`src/rtl/cc_serial_subtractor_pkg.sv`:
```
// Shared definitions for the bit-serial subtractor: FSM state encoding and default width.
package cc_serial_subtractor_pkg;

   localparam int DATAWIDTH_BUS_DEF = 8;

   typedef enum logic [1:0] {
      STATE_IDLE  = 2'd0,
      STATE_SHIFT = 2'd1,
      STATE_DONE  = 2'd2
   } state_t;

endpackage

```
`src/rtl/cc_fullsubtractor.sv`:
```
// One-bit full subtractor cell: d = a - b - bin, with borrow out.
module cc_fullsubtractor (
   input  logic i_a,
   input  logic i_b,
   input  logic i_bin,
   output logic o_d,
   output logic o_bout
);

   assign o_d    = i_a ^ i_b ^ i_bin;
   assign o_bout = (~i_a & i_b) | (~(i_a ^ i_b) & i_bin);

endmodule

```
`src/rtl/cc_serial_subtractor.sv`:
```
// Bit-serial N-bit subtractor (A - B), LSB first, one bit per clock through a registered borrow.
// Optional signed-overflow output enabled by defining CC_SERIALSUB_OVERFLOW_EN.
module cc_serial_subtractor
   import cc_serial_subtractor_pkg::*;
#(
   parameter int DATAWIDTH_BUS = DATAWIDTH_BUS_DEF
) (
   input  logic                     CC_SERIALSUB_CLOCK_50,
   input  logic                     CC_SERIALSUB_RESET_InLow,
   input  logic                     CC_SERIALSUB_start_In,
   input  logic [DATAWIDTH_BUS-1:0] CC_SERIALSUB_a_In,
   input  logic [DATAWIDTH_BUS-1:0] CC_SERIALSUB_b_In,
   output logic                     CC_SERIALSUB_busy_Out,
   output logic                     CC_SERIALSUB_done_Out,
   output logic [DATAWIDTH_BUS-1:0] CC_SERIALSUB_diff_Out,
   output logic [1:0]               CC_SERIALSUB_dbg_state_Out,
   output logic                     CC_SERIALSUB_borrow_Out
`ifdef CC_SERIALSUB_OVERFLOW_EN
   ,
   output logic                     CC_SERIALSUB_ovf_Out
`endif
);

   localparam int CW = $clog2(DATAWIDTH_BUS) + 1;
   localparam logic [CW-1:0] LAST_BIT = CW'(DATAWIDTH_BUS - 1);

   state_t                   r_state;
   state_t                   w_next_state;
   logic                     w_load;
   logic                     w_shift;
   logic                     w_finish;

   logic [DATAWIDTH_BUS-1:0] r_a_sh;
   logic [DATAWIDTH_BUS-1:0] r_b_sh;
   logic [DATAWIDTH_BUS-1:0] r_res;
   logic                     r_borrow;
   logic [CW-1:0]            r_cnt;

   logic [DATAWIDTH_BUS-1:0] r_diff;
   logic                     r_borrow_out;
   logic                     r_done;

   logic                     w_d;
   logic                     w_bout;

   cc_fullsubtractor u_fullsub (
      .i_a    (r_a_sh[0]),
      .i_b    (r_b_sh[0]),
      .i_bin  (r_borrow),
      .o_d    (w_d),
      .o_bout (w_bout)
   );

   always_ff @(posedge CC_SERIALSUB_CLOCK_50 or negedge CC_SERIALSUB_RESET_InLow) begin
      if (!CC_SERIALSUB_RESET_InLow) begin
         r_state <= STATE_IDLE;
      end else begin
         r_state <= w_next_state;
      end
   end

   always_comb begin
      w_next_state = r_state;
      w_load       = 1'b0;
      w_shift      = 1'b0;
      w_finish     = 1'b0;
      case (r_state)
         STATE_IDLE: begin
            if (CC_SERIALSUB_start_In) begin
               w_load       = 1'b1;
               w_next_state = STATE_SHIFT;
            end
         end
         STATE_SHIFT: begin
            w_shift = 1'b1;
            if (r_cnt == LAST_BIT) begin
               w_next_state = STATE_DONE;
            end
         end
         STATE_DONE: begin
            w_finish     = 1'b1;
            w_next_state = STATE_IDLE;
         end
         default: begin
            w_next_state = STATE_IDLE;
         end
      endcase
   end

   // Each difference bit enters at the MSB, so after N shifts bit 0 has reached position 0.
   always_ff @(posedge CC_SERIALSUB_CLOCK_50 or negedge CC_SERIALSUB_RESET_InLow) begin
      if (!CC_SERIALSUB_RESET_InLow) begin
         r_a_sh   <= '0;
         r_b_sh   <= '0;
         r_res    <= '0;
         r_borrow <= 1'b0;
         r_cnt    <= '0;
      end else if (w_load) begin
         r_a_sh   <= CC_SERIALSUB_a_In;
         r_b_sh   <= CC_SERIALSUB_b_In;
         r_res    <= '0;
         r_borrow <= 1'b0;
         r_cnt    <= '0;
      end else if (w_shift) begin
         r_a_sh   <= r_a_sh >> 1;
         r_b_sh   <= r_b_sh >> 1;
         r_res    <= {w_d, r_res[DATAWIDTH_BUS-1:1]};
         r_borrow <= w_bout;
         r_cnt    <= r_cnt + 1'b1;
      end
   end

   always_ff @(posedge CC_SERIALSUB_CLOCK_50 or negedge CC_SERIALSUB_RESET_InLow) begin
      if (!CC_SERIALSUB_RESET_InLow) begin
         r_diff       <= '0;
         r_borrow_out <= 1'b0;
         r_done       <= 1'b0;
      end else begin
         r_done <= w_finish;
         if (w_finish) begin
            r_diff       <= r_res;
            r_borrow_out <= r_borrow;
         end
      end
   end

`ifdef CC_SERIALSUB_OVERFLOW_EN
   logic r_a_msb;
   logic r_b_msb;
   logic r_ovf;

   // Operand MSBs are shifted out during the operation, so keep copies for the overflow test.
   always_ff @(posedge CC_SERIALSUB_CLOCK_50 or negedge CC_SERIALSUB_RESET_InLow) begin
      if (!CC_SERIALSUB_RESET_InLow) begin
         r_a_msb <= 1'b0;
         r_b_msb <= 1'b0;
         r_ovf   <= 1'b0;
      end else begin
         if (w_load) begin
            r_a_msb <= CC_SERIALSUB_a_In[DATAWIDTH_BUS-1];
            r_b_msb <= CC_SERIALSUB_b_In[DATAWIDTH_BUS-1];
         end
         if (w_finish) begin
            r_ovf <= (r_a_msb != r_b_msb) && (r_res[DATAWIDTH_BUS-1] != r_a_msb);
         end
      end
   end

   assign CC_SERIALSUB_ovf_Out = r_ovf;
`endif

   assign CC_SERIALSUB_busy_Out      = (r_state != STATE_IDLE);
   assign CC_SERIALSUB_done_Out      = r_done;
   assign CC_SERIALSUB_diff_Out      = r_diff;
   assign CC_SERIALSUB_borrow_Out    = r_borrow_out;
   assign CC_SERIALSUB_dbg_state_Out = r_state;

endmodule

```
`config.mk`:
```
export PLATFORM = sky130hd
export DESIGN_NAME = cc_serial_subtractor
export DESIGN_NICKNAME = d
export VERILOG_FILES = /design/src/rtl/cc_serial_subtractor_pkg.sv /design/src/rtl/cc_fullsubtractor.sv /design/src/rtl/cc_serial_subtractor.sv
export SDC_FILE = /design/constraint.sdc
export NUM_CORES = 1
export LEC_CHECK = 0
export ABC_AREA = 1
export BUFFER_PORTS_ARGS = -buffer_cell sky130_fd_sc_hd__buf_2
export CAP_MARGIN = 30
export CORE_AREA = 5 5 64 66
export DETAILED_ROUTE_END_ITERATION = 7
export DIE_AREA = 0 0 69 71
export PLACE_DENSITY_LB_ADDON = 0.08
export SETUP_SLACK_MARGIN = 0.5
export SLEW_MARGIN = 20
export SYNTH_ARGS = -nofsm -noshare
export SYNTH_HDL_FRONTEND = slang
export SYNTH_SLANG_ARGS = --single-unit
export TNS_END_PERCENT = 100
```
`constraint.sdc`:
```
create_clock -name CC_SERIALSUB_CLOCK_50 -period 3.7 [get_ports CC_SERIALSUB_CLOCK_50]
set_clock_uncertainty 0.15 [all_clocks]
set_input_delay 0 -clock CC_SERIALSUB_CLOCK_50 [delete_from_list [all_inputs] [get_ports CC_SERIALSUB_CLOCK_50]]
set_output_delay 0 -clock CC_SERIALSUB_CLOCK_50 [all_outputs]
set_load 0.01 [all_outputs]
```
After elaboration in Yosys (flattened, before gate mapping) --
Index checks and enable logic that the tools add are counted.
Word-level totals: logic and storage cells 43, output and inout port bits 13, input bits 19, bits in registers 41
Cells by class: bitwise gates (word level) 7, equality and inequality tests 5, add/subtract/negate cells 1, mux-type cells 17, reductions and logical operators 4
Operators with widths (count):
- $mux 8 | 6
- $mux 4 | 2
- $mux 1 | 6
- $add 4x1->4 const B | 1
- $eq 4x3->1 const B | 1
- $mux 2 | 2
- $ne 2x2->1 const B | 2
- $pmux 2 s2 | 1
- $reduce_bool 2->1 | 2
- $and 1x1->1 | 2
- $eq 2x1->1 const B | 1
- $eq 2x2->1 const B | 1
- $logic_not 2->1 | 1
- $not 1->1 | 2
- $reduce_and 2->1 | 1
- $xor 1x1->1 | 2
- $or 1x1->1 | 1

Longest topological paths before layout --
depth after elaboration 6, gate-level depth with buffers 7, mapped depth without buffers 6

Hierarchy --
A second synthesis with hierarchy kept.
Second synthesis, totals: cells, all modules 194, area, all modules 1724.2 um2
By module, submodules not included:
- cc_serial_subtractor | instances 1, area each 1692.9 um2, cells an instance 190, seq. area each 1026.0 um2
- cc_fullsubtractor | instances 1, area each 31.3 um2, cells an instance 4, seq. area each 0.0 um2

Worst setup path after synthesis --
Ideal clock, no wire load.
path type flip-flop to flip-flop, from register r_state[0], in the netlist CC_SERIALSUB_dbg_state_Out[0], to register r_a_sh[1], arrival 1.028 ns, required time 3.434 ns, buffers on the path 1, setup time 0.116 ns, cell stages (with the launch flop) 8, path slack 2.405 ns, clock period less this slack 1.295 ns, path through dfrtp_1 > nor2_1 > nand2_2 > inv_2 > buf_6 > nand2_1 > nand2_1 > nand2_1
Between the ends: longest elaborated chain between the ends 3, elaborated cells on any way between the ends 6, classes of those cells 1 x eq/ne; 3 x mux; 2 x reduce/logical
Ends and longest elaborated chain:
- start: declaration | RTL line cc_serial_subtractor.sv:27 | state_t r_state;
- start signal: assignment | RTL line cc_serial_subtractor.sv:58 | r_state <= w_next_state;
- $eq 2x1->1 or $logic_not 2->1 (tied branches) | RTL line cc_serial_subtractor.sv:67 | case (r_state)
- $mux 1 | RTL line cc_serial_subtractor.sv:67
- $reduce_bool 2->1 (no source line) or $mux 8 (tied branches)
- end signal: assignment | RTL line cc_serial_subtractor.sv:99 | r_a_sh <= CC_SERIALSUB_a_In;
- end signal: assignment | RTL line cc_serial_subtractor.sv:105 | r_a_sh <= r_a_sh >> 1;
- end: declaration | RTL line cc_serial_subtractor.sv:33 | logic [DATAWIDTH_BUS-1:0] r_a_sh;
Several ways; a longest one is shown, not always the timed one. A chain may end at the register's enable or synchronous reset.

Final worst setup path --
from register r_state[0], in the netlist CC_SERIALSUB_dbg_state_Out[0], to register r_res[2]
Between the ends: longest elaborated chain between the ends 3, elaborated cells on any way between the ends 6, classes of those cells 1 x eq/ne; 3 x mux; 2 x reduce/logical
Ends and longest elaborated chain:
- $eq 2x1->1 or $logic_not 2->1 (tied branches) | RTL line cc_serial_subtractor.sv:67
- $mux 1 | RTL line cc_serial_subtractor.sv:67
- $reduce_bool 2->1 (no source line) or $mux 8 (tied branches)
- end signal: assignment | RTL line cc_serial_subtractor.sv:107 | r_res <= {w_d, r_res[DATAWIDTH_BUS-1:1]};
- end: declaration | RTL line cc_serial_subtractor.sv:35 | logic [DATAWIDTH_BUS-1:0] r_res;
Several ways; a longest one is shown, not always the timed one.

==> impl_metrics.tcl <==
set metrics [dict create \
    synth.ff_latch_count 41 \
    htree_levels 2 \
    final_weighted_congestion_in_routability_driven_placement 0.725 \
    worst_r2r_path_depth 4 \
    cts_resized 0 \
    post_drt_via_cell_ratio 4.50 \
    number_of_antenna_violations_at_the_first_check_in_global_routing 0 \
    worst_margin_pin_slew_ns 0.748 \
    die_height_um 71 \
    tritoncts "built" \
    number_of_global_route_vias_before_repair 1468 \
    cts_post_setup_buffers_inserted 0 \
    portBuffers 31 \
    multiInputGateArea_um2 644 \
    top_level_ports 32 \
    switching_fraction 0.363 \
    drv.max_cap_violation_count 0 \
    grt.busiest_layer "met2" \
    post_dp_cell_area_um2 1990 \
    root_buffer "clkbuf_4" \
    floorplan.core_area_um2 3520 \
    critical_path_arrival_ns 2.01 \
    number_of_instances_in_the_synthesized_netlist 228 \
    drive_gt1_frac 0.161 \
    areaGrowthSynthToFinish_pct 25.3 \
    dp_cells 300 \
    power.static_leakage_nw 1.28 \
    grt_use_met1 0.167 \
    net-switching-power_uw 613 \
    finalSetupTns_ns 0 \
    run_status "complete, no violations" \
    timing.final.setup_violations 0 \
    synth_area_um2 1840 \
    power.sequential.fraction 0.449 \
    peakVddDrop_mv 0.346 \
    hold_class "in -> reg" \
    cts_sink_count 41 \
    drtAntennaViolNets 0 \
    filler_cell_count 322 \
    syn_area_per_cell_um2 8.05 \
    num_rows 22 \
    drc 0 \
    final_hold_violating_endpoints 0 \
    timing.final.crit_period_ns 1.89 \
    number_of_pins_with_negative_max_slew_slack_in_the_final_report 0 \
    grt_use_met3 0.0540 \
    total_wirelength_of_the_detailed_routed_design_um 3380 \
    clkSlewWorstSetupHoldPaths_ns 0.12 \
    setup.worst_path.class "reg -> reg" \
    finalCritPeriodShare 0.512 \
    timing.critical_path.fanout_max 21 \
    finalNetCount 300 \
    tritoncts.num_buffers 5 \
    critical_path.startpoint_type "flip-flop" \
    gr-total-overflow 0 \
    drt_first_pass_iters 4 \
    rsz_0062_raised_after_global_routing "no" \
    cp-end-kind "flip-flop" \
    grt_max_degree 42 \
    met2_usage 0.278 \
    synth_warnings 0 \
    power_report.internal_total_mw 1.07 \
    ys_types 16 \
    grt_pass1_wl_um 6130 \
    max_clock_freq_mhz 528 \
    finalNonFillerCells 328 \
    initialDrtViolationCount 78 \
    register_area_um2 1030 \
    groute.usage.overall 0.152 \
    clock_power_share 0.209 \
    insertion_delay_ns 0.34 \
    clockBufferDepth 2 \
    fp.dieW_um 69 \
    start_util 0.521 \
    slew_headroom 0.501 \
    final_area_um2 2300 \
    synth-seq-area-share 0.559 \
    detailed_place_hpwl_um 2120 \
    insertedDiodeCount 0 \
    wl_per_cell_um 10.3 \
    pwr-share-comb 0.342 \
    die_area_um2 4900 \
    powerDensity_nw_per_um2 734 \
    synth_fp_nets 249 \
    num_vias 1476 \
    timing.hold.worst_path_depth 4 \
    worstPathRequired_ns 3.82 \
]
## layout by cell type (no fill, tap or decap)
master,synthesis,layout
ha_1,1,1
inv_1,25,25
dlygate4sd3_1,0,19
nand2_2,1,1
clkinv_2,0,1
dfrtp_1,41,41
nor2_2,1,1
nor3_1,1,1
clkbuf_4,0,5
o21ai_4,1,1
nand3_1,3,3
nand2_1,123,123
inv_2,2,2
buf_12,0,1
bufinv_16,0,2
buf_2,0,31
o21ai_1,1,1
fa_1,1,1
nor2_1,3,3
o21ai_0,17,17
## worst max-delay path: stages (launching register included)
cell,delay [ns]
dfrtp_1,0.45
inv_2,0.07
nor2_2,0.58
inv_1,0.32
o21ai_0,0.25
## state kept, by name (all words and copies together) (netlist names)
| name | flops |
|---|---|
| CC_SERIALSUB_borrow_Out | 1 |
| CC_SERIALSUB_dbg_state_Out | 2 |
| CC_SERIALSUB_diff_Out | 8 |
| CC_SERIALSUB_done_Out | 1 |
| r_a_sh | 8 |
| r_b_sh | 8 |
| r_borrow | 1 |
| r_cnt | 4 |
| r_res | 8 |
## power by group through the flow
| stage | clock network, mW | registers, mW | logic (mW) |
|---|---|---|---|
| 2_1_floorplan | 0 | 0.776 | 0.422 |
| 4_1_cts | 0.365 | 0.759 | 0.587 |
| 6_report | 0.352 | 0.758 | 0.577 |
| 3_5_place_dp | 0 | 0.767 | 0.570 |
| 3_3_place_gp | 0 | 0.762 | 0.560 |
| 5_1_grt | 0.383 | 0.784 | 0.687 |
## final timing paths
kind | from | end | slack (ns)
worst max-delay path | CC_SERIALSUB_dbg_state_Out[0] | r_res[2] | 1.81
worst min-delay path | CC_SERIALSUB_a_In[7] | r_a_sh[7] | 0.23
worst max register to register | CC_SERIALSUB_dbg_state_Out[0] | r_res[2] | 1.81
worst min register to register | CC_SERIALSUB_borrow_Out | CC_SERIALSUB_borrow_Out | 0.33
max in group asynchronous | CC_SERIALSUB_RESET_InLow | r_a_sh[0] | 2.43
min in group asynchronous | CC_SERIALSUB_RESET_InLow | CC_SERIALSUB_diff_Out[4] | 0.52
## what timing repair did
item                                   CTS  global route
endpoints found under the hold margin   58            15
setup endpoints to repair                0             0
hold buffers                            18             1
## stage by stage
stage          hold slack, ns   util  power [mW]  worst slack [ns]
2_1_floorplan          -0.446      -        1.20              2.41
3_3_place_gp           0.0341  0.564        1.32              1.82
3_5_place_dp           0.0253  0.564        1.34              1.78
4_1_cts                 0.171  0.644        1.71              1.75
5_1_grt                 0.240  0.653        1.85              1.57
6_report                0.227  0.653        1.69              1.81
## layout make-up
cell class / count / area share
clock buffer: 5 / 0.0163
tap: 48 / 0.0261
multi-input combinational: 153 / 0.280
clock inverter: 3 / 0.0283
timing repair buffer: 51 / 0.159
inverter: 27 / 0.0441
sequential: 41 / 0.446
## cells in the mapped netlist
library cell / instances / area (um2)
buf_6: 3 / 33.8
inv_1: 25 / 93.8
inv_2: 2 / 7.51
dfrtp_1: 41 / 1030
nand3_1: 3 / 15.0
nand2_2: 1 / 6.26
fa_1: 1 / 20.0
nand2_1: 123 / 462
o21ai_4: 1 / 16.3
ha_1: 1 / 12.5
o21ai_0: 17 / 85.1
nor2_2: 1 / 6.26
nor2_1: 3 / 11.3
o21ai_1: 1 / 5.00
buf_4: 4 / 30.0
nor3_1: 1 / 5.00
## cells by family after synthesis
family / count (synthesis) / share of synthesized area
AND/OR/NAND/NOR: 132 / 0.275
flip-flops: 41 / 0.559
buffers and inverters: 34 / 0.0900
AO/OA/AOI/OAI: 19 / 0.0579
adder cells (fa/ha/maj): 2 / 0.0177
## metal layers
metal	vias to the layer above	wire, um
li1	780	-
met2	28	1650
met1	664	1530
met4	0	27
met5	-	0
met3	4	175
Power figures use the tool's default switching activity.
